[src/rtl/mc_cpu_pkg.sv]
// Shared encodings for the multicycle CPU: FSM states, opcodes, ALU functions
// and next-PC selects. The ALU and the control unit both import this package.
package mc_cpu_pkg;

    typedef enum logic [2:0] {
        S_IF   = 3'b000,
        S_ID   = 3'b001,
        S_EXE  = 3'b010,
        S_MEM  = 3'b011,
        S_WB   = 3'b100,
        S_HALT = 3'b101
    } state_t;

    localparam logic [5:0] OP_ADD  = 6'b000000;
    localparam logic [5:0] OP_SUB  = 6'b000001;
    localparam logic [5:0] OP_ORI  = 6'b010000;
    localparam logic [5:0] OP_SW   = 6'b110000;
    localparam logic [5:0] OP_LW   = 6'b110001;
    localparam logic [5:0] OP_BEQ  = 6'b110100;
    localparam logic [5:0] OP_J    = 6'b111000;
    localparam logic [5:0] OP_HALT = 6'b111111;

    localparam logic [2:0] ALU_ADD = 3'b000;
    localparam logic [2:0] ALU_SUB = 3'b001;
    localparam logic [2:0] ALU_OR  = 3'b101;

    localparam logic [1:0] PC_NEXT   = 2'b00;
    localparam logic [1:0] PC_BRANCH = 2'b01;
    localparam logic [1:0] PC_JUMP   = 2'b10;

    // Opcodes that take the EXE path; anything else is j, halt or a nop.
    function automatic logic is_exec_op(input logic [5:0] op);
        return (op == OP_ADD) || (op == OP_SUB) || (op == OP_ORI) ||
               (op == OP_SW)  || (op == OP_LW)  || (op == OP_BEQ);
    endfunction

endpackage

[src/rtl/mc_control_unit_alu_op_decode.sv]
// Pure opcode -> ALU function decode used while the FSM is in EXE.
module alu_op_decode
    import mc_cpu_pkg::*;
(
    input  logic [5:0] opcode,
    output logic [2:0] alu_op
);

    // Map each opcode onto the ALU function it needs; default to add.
    always_comb begin
        alu_op = ALU_ADD;
        case (opcode)
            OP_SUB, OP_BEQ: alu_op = ALU_SUB;
            OP_ORI:         alu_op = ALU_OR;
            default:        alu_op = ALU_ADD;
        endcase
    end

endmodule

[src/rtl/mc_control_unit.sv]
// Multicycle control FSM: walks each instruction through IF/ID/EXE/MEM/WB and
// drives all datapath enables and selects from (state, opcode, zero).
module mc_control_unit
    import mc_cpu_pkg::*;
(
    input  logic       CLK,
    input  logic       RST,
    input  logic [5:0] opcode,
    input  logic       zero,
    output logic [2:0] state,
    output logic       PCWre,
    output logic [1:0] PCSrc,
    output logic       IRWre,
    output logic       InsMemRW,
    output logic       ExtSel,
    output logic       ALUSrcB,
    output logic [2:0] ALUOp,
    output logic       RegDst,
    output logic       RegWre,
    output logic       MemToReg,
    output logic       mRD,
    output logic       mWR
);

    state_t     r_state;
    state_t     w_next;
    logic [2:0] w_alu_op;

    alu_op_decode u_alu_op_decode (
        .opcode (opcode),
        .alu_op (w_alu_op)
    );

    assign state = r_state;

    // State register; synchronous active-low reset returns to fetch.
    always_ff @(posedge CLK) begin
        if (!RST) r_state <= S_IF;
        else      r_state <= w_next;
    end

    // Next-state logic; the unused codes 110/111 recover to IF.
    always_comb begin
        w_next = S_IF;
        case (r_state)
            S_IF:  w_next = S_ID;
            S_ID: begin
                if (opcode == OP_HALT)       w_next = S_HALT;
                else if (is_exec_op(opcode)) w_next = S_EXE;
                else                         w_next = S_IF;
            end
            S_EXE: begin
                if (opcode == OP_BEQ)                         w_next = S_IF;
                else if (opcode == OP_LW || opcode == OP_SW)  w_next = S_MEM;
                else                                          w_next = S_WB;
            end
            S_MEM:  w_next = (opcode == OP_LW) ? S_WB : S_IF;
            S_WB:   w_next = S_IF;
            S_HALT: w_next = S_HALT;
            default: w_next = S_IF;
        endcase
    end

    // Output decode; everything is held low while reset is asserted so no
    // partial write can leak out of an interrupted instruction.
    always_comb begin
        PCWre    = 1'b0;
        PCSrc    = PC_NEXT;
        IRWre    = 1'b0;
        InsMemRW = 1'b0;
        ExtSel   = 1'b0;
        ALUSrcB  = 1'b0;
        ALUOp    = ALU_ADD;
        RegDst   = 1'b0;
        RegWre   = 1'b0;
        MemToReg = 1'b0;
        mRD      = 1'b0;
        mWR      = 1'b0;
        if (RST) begin
            case (r_state)
                S_IF: begin
                    IRWre    = 1'b1;
                    InsMemRW = 1'b1;
                end
                S_ID: begin
                    if (opcode == OP_J) begin
                        PCWre = 1'b1;
                        PCSrc = PC_JUMP;
                    end else if (opcode != OP_HALT && !is_exec_op(opcode)) begin
                        PCWre = 1'b1;
                        PCSrc = PC_NEXT;
                    end
                end
                S_EXE: begin
                    ALUOp   = w_alu_op;
                    ALUSrcB = (opcode == OP_ORI) || (opcode == OP_LW) || (opcode == OP_SW);
                    ExtSel  = (opcode != OP_ORI);
                    if (opcode == OP_BEQ) begin
                        PCWre = 1'b1;
                        PCSrc = zero ? PC_BRANCH : PC_NEXT;
                    end
                end
                S_MEM: begin
                    if (opcode == OP_LW) begin
                        mRD = 1'b1;
                    end else begin
                        mWR   = 1'b1;
                        PCWre = 1'b1;
                        PCSrc = PC_NEXT;
                    end
                end
                S_WB: begin
                    RegWre   = 1'b1;
                    PCWre    = 1'b1;
                    PCSrc    = PC_NEXT;
                    RegDst   = (opcode == OP_ADD) || (opcode == OP_SUB);
                    MemToReg = (opcode == OP_LW);
                end
                default: ;
            endcase
        end
    end

endmodule

[config.mk]
export PLATFORM = sky130hd
export DESIGN_NAME = mc_control_unit
export DESIGN_NICKNAME = d
export VERILOG_FILES = /design/src/rtl/mc_cpu_pkg.sv /design/src/rtl/mc_control_unit_alu_op_decode.sv /design/src/rtl/mc_control_unit.sv
export SDC_FILE = /design/constraint.sdc
export NUM_CORES = 1
export LEC_CHECK = 0
export BUFFER_PORTS_ARGS = -buffer_cell sky130_fd_sc_hd__buf_4
export CAP_MARGIN = 20
export CORE_UTILIZATION = 33
export DETAILED_ROUTE_END_ITERATION = 16
export SLEW_MARGIN = 20
export SYNTH_ARGS = -nofsm -noshare
export SYNTH_HDL_FRONTEND = slang
export SYNTH_SLANG_ARGS = --single-unit
[constraint.sdc]
create_clock -name CLK -period 1.7 [get_ports CLK]
set_input_delay 0.17 -clock CLK [delete_from_list [all_inputs] [get_ports CLK]]
set_output_delay 0.17 -clock CLK [all_outputs]
set_load 0.1 [all_outputs]
Word level (Yosys, flattened, before mapping)
Index checks and enable logic that the tools add are counted.
W data, S select, Z words.
- multiplexer cells: 37
- eq/ne operators: 14
- reductions and logical operators: 13
- operators with widths (operator ; count):
    $eq A6 B6 Y1 const B ; 5
    $mux W1 ; 24
    $mux W3 ; 6
    $pmux W3 S5 ; 1
    $logic_or A1 B1 Y1 ; 8
    $eq A3 B2 Y1 const B ; 2
    $eq A3 B3 Y1 const B ; 2
    $eq A6 B1 Y1 const B ; 1
    $eq A6 B5 Y1 const B ; 1
    $logic_not A6 Y1 ; 1
    $mux W2 ; 3
    $ne A6 B5 Y1 const B ; 1
    $ne A6 B6 Y1 const B ; 1
    $pmux W3 S2 ; 1
    $pmux W1 S4 ; 1
    $pmux W2 S2 ; 1
    $eq A3 B1 Y1 const B ; 1
    $logic_not A3 Y1 ; 1
    $reduce_or A2 Y1 ; 1
    $logic_and A1 B1 Y1 ; 1
    $logic_not A1 Y1 ; 1
- logic and storage cells: 65
- register bits: 3
- bits of input ports: 9

Depth between registers and ports, before layout
Gate-level depths: netlist of run 1.
- word-level depth: 12
- gate-level depth with buffers: 5

Hierarchy
A second synthesis of run 1 with hierarchy kept.
- cells, all modules: 77
- area total of the unflattened synthesis: 545.5 sq um
- modules (own cells, without submodules) (module ; area each (sq um) ; seq. area each (sq um) ; instances ; cells an instance):
    mc_control_unit ; 480.5 ; 60.1 ; 1 ; 69
    alu_op_decode ; 65.1 ; 0.0 ; 1 ; 8

Least setup slack after synthesis of run 1
OpenSTA, ideal clock, no wires.
- path kind: reg-to-output
- from: reg r_state[0], in the netlist state[0]
- to: out PCSrc[1]
- arrival: 4.095 ns
- cell stages (with the launch flop): 3
- slack: -2.565 ns
- cell sequence: dfxtp_1 > nand2b_1 > nor4_1
- longest elaborated chain between the ends: 3
- elaborated cells between the ends (all ways): 4
- classes of those cells: eq/ne (2); mux (2)
- ends and longest elaborated chain (element ; RTL line ; RTL):
    start, declared ; mc_control_unit.sv:25 ; state_t r_state;
    start signal, assigned ; mc_control_unit.sv:39 ; else r_state <= w_next;
    $eq A3 B2 Y1 / $eq A3 B1 Y1 (equally long branches) ; mc_control_unit.sv:80 ; case (r_state)
    $pmux W2 S2 (*) ; mc_control_unit.sv:80 ;
    $mux W2 (*) ; mc_control_unit.sv:79 ; if (RST) begin
    end, declared ; mc_control_unit.sv:12 ; output logic [1:0] PCSrc,
Every way passes the cells marked *; elsewhere a longest branch is shown, timed or not.

Worst setup path after layout of run 1
- from: reg r_state[2], in the netlist state[2]
- to: out ALUSrcB
- longest elaborated chain between the ends: 3
- ends and longest elaborated chain (element ; RTL line ; RTL):
    $eq A3 B2 Y1 ; mc_control_unit.sv:80 ;
    $mux W1 ; mc_control_unit.sv:80 ;
    $mux W1 ; mc_control_unit.sv:79 ;
    end, declared ; mc_control_unit.sv:16 ; output logic ALUSrcB,
No other way between the ends.

==> results of run 1 <==
-- synth_stat cells (2+ instances only) --
cell and number:
sky130_fd_sc_hd__a21oi_1 3, sky130_fd_sc_hd__buf_2 2, sky130_fd_sc_hd__buf_4 3, sky130_fd_sc_hd__dfxtp_1 3
sky130_fd_sc_hd__inv_1 2, sky130_fd_sc_hd__nand2_1 6, sky130_fd_sc_hd__nand2b_1 3, sky130_fd_sc_hd__nand3_1 2
sky130_fd_sc_hd__nand4b_1 2, sky130_fd_sc_hd__nor2_1 8, sky130_fd_sc_hd__nor2b_1 4, sky130_fd_sc_hd__nor3_1 7
sky130_fd_sc_hd__nor3b_1 2, sky130_fd_sc_hd__o211ai_1 2, sky130_fd_sc_hd__o21ai_0 2
-- worst min-delay path, cell delays in order --
cell	delay [ns]
sky130_fd_sc_hd__buf_4	0.09
sky130_fd_sc_hd__buf_4	0.12
sky130_fd_sc_hd__o211ai_1	0.08
sky130_fd_sc_hd__o21ai_0	0.07
-- kinds of logic after synthesis --
logic type             count (synthesis)  synth area share (%)
AND/OR/NAND/NOR                       43                 56.03
other                                  1                0.8035
buffers and inverters                  8                 9.383
XOR/XNOR                               1                 1.877
flip-flops                             3                 12.87
AO/OA/AOI/OAI                         13                 19.04
-- worst max-delay path by stage --
stage / end / slack, ns / depth (start not counted)
4_1_cts: ALUSrcB / -0.30 / 5
5_1_grt: ALUSrcB / -0.35 / 5
3_3_place_gp: ALUSrcB / -0.09 / 5
6_report: ALUSrcB / -0.29 / 5
3_5_place_dp: ALUSrcB / -0.10 / 5
2_1_floorplan: ALUSrcB / -0.85 / 4
-- cell usage in the layout, fill, tap and decap left out, types with 2 or more instances in the layout --
master,n
sky130_fd_sc_hd__o21ai_0,2
sky130_fd_sc_hd__nor3_2,2
sky130_fd_sc_hd__nor2_1,4
sky130_fd_sc_hd__buf_12,2
sky130_fd_sc_hd__clkbuf_4,3
sky130_fd_sc_hd__nand2_1,6
sky130_fd_sc_hd__nand4b_1,2
sky130_fd_sc_hd__nor3_1,4
sky130_fd_sc_hd__o211ai_1,2
sky130_fd_sc_hd__nor2_4,3
sky130_fd_sc_hd__nor2b_1,3
sky130_fd_sc_hd__buf_4,27
sky130_fd_sc_hd__buf_6,5
sky130_fd_sc_hd__dfxtp_4,3
sky130_fd_sc_hd__a21oi_1,2
sky130_fd_sc_hd__nand2b_1,3
sky130_fd_sc_hd__nand3_2,2
-- repair_timing --
action / in CTS / in global routing
setup buffers: 0 / 1
pin swaps: 1 / 2
gates resized for setup: 12 / 6
endpoints found under the setup margin: 7 / 7
-- routing by layer --
metal | part of all wire, % | wire length [microns] | GRT usage, %
met1 | 43 | 674 | 28.52
met2 | 51 | 796 | 34.43
met3 | 5.4 | 85 | 5.114
met4 | 0.89 | 14 | 5.172
met5 | 0 | 0 | 0
-- metrics by stage --
stage,setup TNS (ns),util [%],cells
after floorplan,-4.656,-,69
after global placement,-0.1095,62.79,113
after detailed placement,-0.1363,62.79,113
after CTS,-0.5163,68.56,117
after global routing,-0.6557,70.29,117
final,-0.5056,70.29,117
-- area by class of cell --
cell class,count,area [sq um],area share [%]
timing repair buffer,35,314.1,34.34
inverter,2,11.26,1.231
clock buffer,4,26.28,2.873
tap,15,18.77,2.052
multi-input combinational,58,473.0,51.71
sequential,3,71.32,7.798
-- report_power, final --
part           switching [uW]  internal (uW)
registers                2.12           70.6
clock network            42.9           88.3
logic                     140           61.9
total                     185            221
==> results.cfg, run 1 <==
[critical_path]
path_class = reg -> out
worst_ep_required_ns = 1.53
crit_arrival_ns = 1.82
rrSetupSlack_ns = 0.51
timing.critical_path.cells = and2b_2 -> nand2_4 -> or4_4 -> nor4b_4 -> buf_6
path_delay_family = simple AND/OR/NAND/NOR gates
cpPeakStageDelay_ns = 0.44
slowest_stage = sky130_fd_sc_hd__or4_4
setup.worst_path.end_class = output port
crit_start = state[2]
worstReg2RegStart = state[0]
critical_path.startpoint_type = flop
crit_reg_reg_endpoint = state[1]
critical_path_buf_inv_count = 1
worst-r2r-cell-count = 5
critPathMaxFanout = 2

[route]
detailroute.via_count = 633
vias_per_cell = 5.410
route.detailed.wl_per_inst_microns = 13.43
detailedRoute.firstIterationViolations = 8
route.detailed.drc = 0
route.antenna.remaining_nets = 0
drt_pass1_iterations = 4
wl_microns = 1571

[power]
worst_vdd_rail_ir_drop_uv = 426.4
standby_leakage_power_uw = 0.0003556
totalPowerFinal_uw = 405.7
power_density_mw_per_mm2 = 443.6

[sta]
final.hold.worst_slack_ns = 0.3196
final_period_minus_worst_setup_slack_ns = 1.992
setup_repair_after_global_routing_missed_its_margin = true
period_share_pct = 117.2
fin_worst_skew_ns = 0.008884
final-setup-viol-count = 2
report.final.hold_viol_count = 0
fmax_ghz = 0.5021
final_max_slew_viol_count = 0
post-route-worst-setup-slack_ns = -0.2916

[cells_and_area]
flow.area_growth_from_synthesis_pct = 95.98
num_antenna_cells = 0
layout-drive-gt1-share_pct = 60.78
largest_register_ffs = 3
num-nets-final = 112
n_fill_cell = 115
finalInstanceArea_sq_um = 914.6

[floorplanning]
initial_core_util_pct = 35.87
height_of_the_die_microns = 39.61
floorplan.core_area_sq_mm = 0.001301
fp.dieArea_sq_mm = 0.001569
die-width_microns = 39.61
design.portCount = 27
rows = 13

[logic_synthesis]
synthesis.area_sq_um = 466.7
postSynthAreaPerCell_sq_um = 6.764
netlist.area_leader.share_pct = 12.87
yosys-top-cells-area = sky130_fd_sc_hd__dfxtp_1 (13%), sky130_fd_sc_hd__nor3_1 (7.5%), sky130_fd_sc_hd__nor2_1 (6.4%)
ys_ff_latch = 3
netlist.top_cell.by_area = sky130_fd_sc_hd__dfxtp_1
postSynthCellCount = 69
async_set_or_reset_register_ratio_after_synthesis_pct = 0
yosysUniqueCellTypes = 33
ys.warnings.count = 0
synthesized_nets = 78
synth-edff-count = 0
commonest_register_cell_after_synthesis = sky130_fd_sc_hd__dfxtp_1
synth.yosys.seq_area_share_pct = 12.87

[clock_network]
cts.path.max_buffers = 2
postCtsHoldBufs = 0
cts.reportedPaths.clkPinSlew_ns = 0.04
cts.htree.levels = 1
root_buffer = sky130_fd_sc_hd__clkbuf_4
numClockSinks = 3
cts_inserted_buffers = 3
clk_latency_ns = 0.24
tritoncts = done

[global_routing]
total_routing_usage_reported_by_global_routing_pct = 21.55
grt_first_pass_wirelength_microns = 2290
number_of_global_route_vias_before_repair = 505
grt.overflow.total = 0
antenna_violations_before_repair = 0
grt_max_degree = 12

[placed_design]
preCtsSetupSlack_ns = -0.1009
place.detailed.hpwl_microns = 1139
port-buffer-count = 25
gpl.final_weighted_congestion = 0.7383
place_area_sq_um = 817.0

[hold_path]
timing.hold.worst_endpoint = state[2]
hold_path_startpoint = RST
worst_hold_path.num_cells = 4
hold_path_class = in -> reg

[status]
failed_checks = setup timing
status = complete, but fails checks

[flow_run]
max_cap_violations = 0
No activity file was read; power rests on OpenSTA's default activity.
==> inputs of run 2 (changes only) <==
- PLACE_DENSITY_LB_ADDON: default -> 0.3
- clock period: 1.7 -> 2.5 ns (I/O delays scaled with it)
==> run 2 against run 1 <==
  * The flow now finishes without violations
  * Register-to-register slack better by 1.0 ns
  * Flip-flop and latch count unchanged
  * Die area unchanged
  * Largest cell class unchanged
==> results.cfg, run 2 (same netlist as run 1, synthesis figures left out) <==
[critical_path]
timing.critical_path.cells = and2b_2 -> nand2_4 -> or4_4 -> nor4b_4 -> buf_4
worst_ep_required_ns = 2.25
critPathMaxFanout = 6
critical_path.startpoint_type = flop
slowest_stage = sky130_fd_sc_hd__or4_4
cpPeakStageDelay_ns = 0.45
crit_arrival_ns = 2.01
worst-r2r-cell-count = 3
path_class = reg -> out
setup.worst_path.end_class = output port

[hold_path]
hold_path_class = in -> reg
worst_hold_path.num_cells = 3

[clock_network]
cts.path.max_buffers = 2
root_buffer = sky130_fd_sc_hd__clkbuf_4
numClockSinks = 3
clk_latency_ns = 0.25
cts.htree.levels = 1
post_cts_setup_repair_buffer_count = 0
cts_inserted_buffers = 3
cts.repair.resized = 0
cts.reportedPaths.clkPinSlew_ns = 0.04
tritoncts = done
postCtsHoldBufs = 0

[sta]
final.hold.worst_slack_ns = 0.2996
fin_worst_skew_ns = 0.003801
fmax_ghz = 0.4425
report.final.hold_viol_count = 0
setup_repair_after_global_routing_missed_its_margin = false
period_share_pct = 90.40
final-setup-viol-count = 0
final_max_slew_viol_count = 0
final_period_minus_worst_setup_slack_ns = 2.260

[power]
standby_leakage_power_uw = 0.0003030
power_density_mw_per_mm2 = 358.4
power_switching_share_pct = 46.23
p_clk_share_pct = 35.4
sequentialPowerShare_pct = 21.6
power.share.combinational_pct = 43.0
worst_vdd_rail_ir_drop_uv = 238.6
intPower_uw = 139.8
switching_power_uw = 120.2

[cells_and_area]
n_fill_cell = 136
num-nets-final = 102
largest_register_ffs = 3
layout-drive-gt1-share_pct = 47.83
layout.cells.most_common = sky130_fd_sc_hd__buf_4
final_util_pct = 55.77
final_cell_mix = sky130_fd_sc_hd__buf_4 (25), sky130_fd_sc_hd__nor2_1 (7), sky130_fd_sc_hd__nand2_1 (6)
flow.area_growth_from_synthesis_pct = 55.50
stdcell_count = 107
num_antenna_cells = 0

[global_routing]
antenna_violations_before_repair = 0
grt_first_pass_wirelength_microns = 2111
grt.met3_usage_pct = 9.091
grt.overflow.total = 0
number_of_global_route_vias_before_repair = 474
grt_use_met1_pct = 27.85
total_routing_usage_reported_by_global_routing_pct = 21.08
grt_max_degree = 19
top_usage_layer = met1
global_route.usage.met2_pct = 27.05

[placed_design]
post-place-cells = 103
gpl.final_weighted_congestion = 0.7659
port-buffer-count = 25
place.detailed.hpwl_microns = 981.9

[floorplanning]
floorplan.core_area_sq_mm = 0.001301
fp.dieArea_sq_mm = 0.001569
initial_core_util_pct = 35.87
die-width_microns = 39.61
rows = 13
height_of_the_die_microns = 39.61
design.portCount = 27

[route]
detailedRoute.firstIterationViolations = 9
route.antenna.remaining_nets = 0
route.detailed.wl_per_inst_microns = 12.58
route.detailed.drc = 0
detailroute.via_count = 581
vias_per_cell = 5.430
drt_pass1_iterations = 4
wl_microns = 1346

[status]
status = complete, no violations

[flow_run]
max_cap_violations = 0
## run 2: cell count changes in the layout (fill, tap and decap cells not counted), moves of 2 or more
cell                      previous run  this run
sky130_fd_sc_hd__nor2_1              4         7
sky130_fd_sc_hd__nor2_4              3         0
sky130_fd_sc_hd__buf_12              2         0
sky130_fd_sc_hd__buf_6               5         0
sky130_fd_sc_hd__nand3_2             2         0
sky130_fd_sc_hd__nand3_1             0         2
sky130_fd_sc_hd__buf_4              27        25
## run 2: stage by stage
| step | instance area [sq um] | setup slack, ns | total power (uW) | setup TNS (ns) |
|---|---|---|---|---|
| after CTS | 725.7 | 0.2271 | 263.7 | 0 |
| after global placement | 699.4 | 0.5310 | 167.5 | 0 |
| after detailed placement | 699.4 | 0.5012 | 168.7 | 0 |
| after floorplan | 539.3 | -0.1358 | 146.2 | -0.3414 |
| final | 725.7 | 0.2399 | 260.1 | 0 |
| after global routing | 725.7 | 0.1529 | 277.8 | 0 |
## run 2: path summary, 6_finish.rpt
kind / start / endpoint / slack (ns)
worst max register to register: state[0] / state[1] / 1.51
worst max-delay path: state[2] / ALUSrcB / 0.24
worst min register to register: state[1] / state[0] / 0.55
worst min-delay path: RST / state[2] / 0.30
## run 2: layout make-up
cell class                      instances  area [sq um]  area share, %
Clock buffer                            4         26.28          3.621
Inverter                                2         7.507          1.034
Multi-Input combinational cell         58         414.1          57.07
Sequential cell                         3         71.32          9.828
Tap cell                               15         18.77          2.586
Timing Repair Buffer                   25         187.7          25.86
## run 2: power groups by stage
| stage | clock, uW | sequential [uW] | combinational, uW |
|---|---|---|---|
| after floorplan | 0 | 64.7 | 81.4 |
| after global placement | 0 | 56.7 | 111 |
| after detailed placement | 0 | 57.0 | 112 |
| after CTS | 95.6 | 56.1 | 112 |
| after global routing | 103 | 57.1 | 118 |
| final | 91.9 | 56.2 | 112 |
## run 2: worst max-delay path, delay by kind of cell (launching register included)
family | cells | cell delay [ns]
buffers and inverters | 1 | 0.32
DFF | 1 | 0.35
and+or+nand+nor | 4 | 1.09
## run 2: routing by layer
metal,part of all wire [%],vias to the layer above
met5,0,-
met4,1.4,0
met3,8.0,2
met2,44,22
met1,46,263
li1,-,294
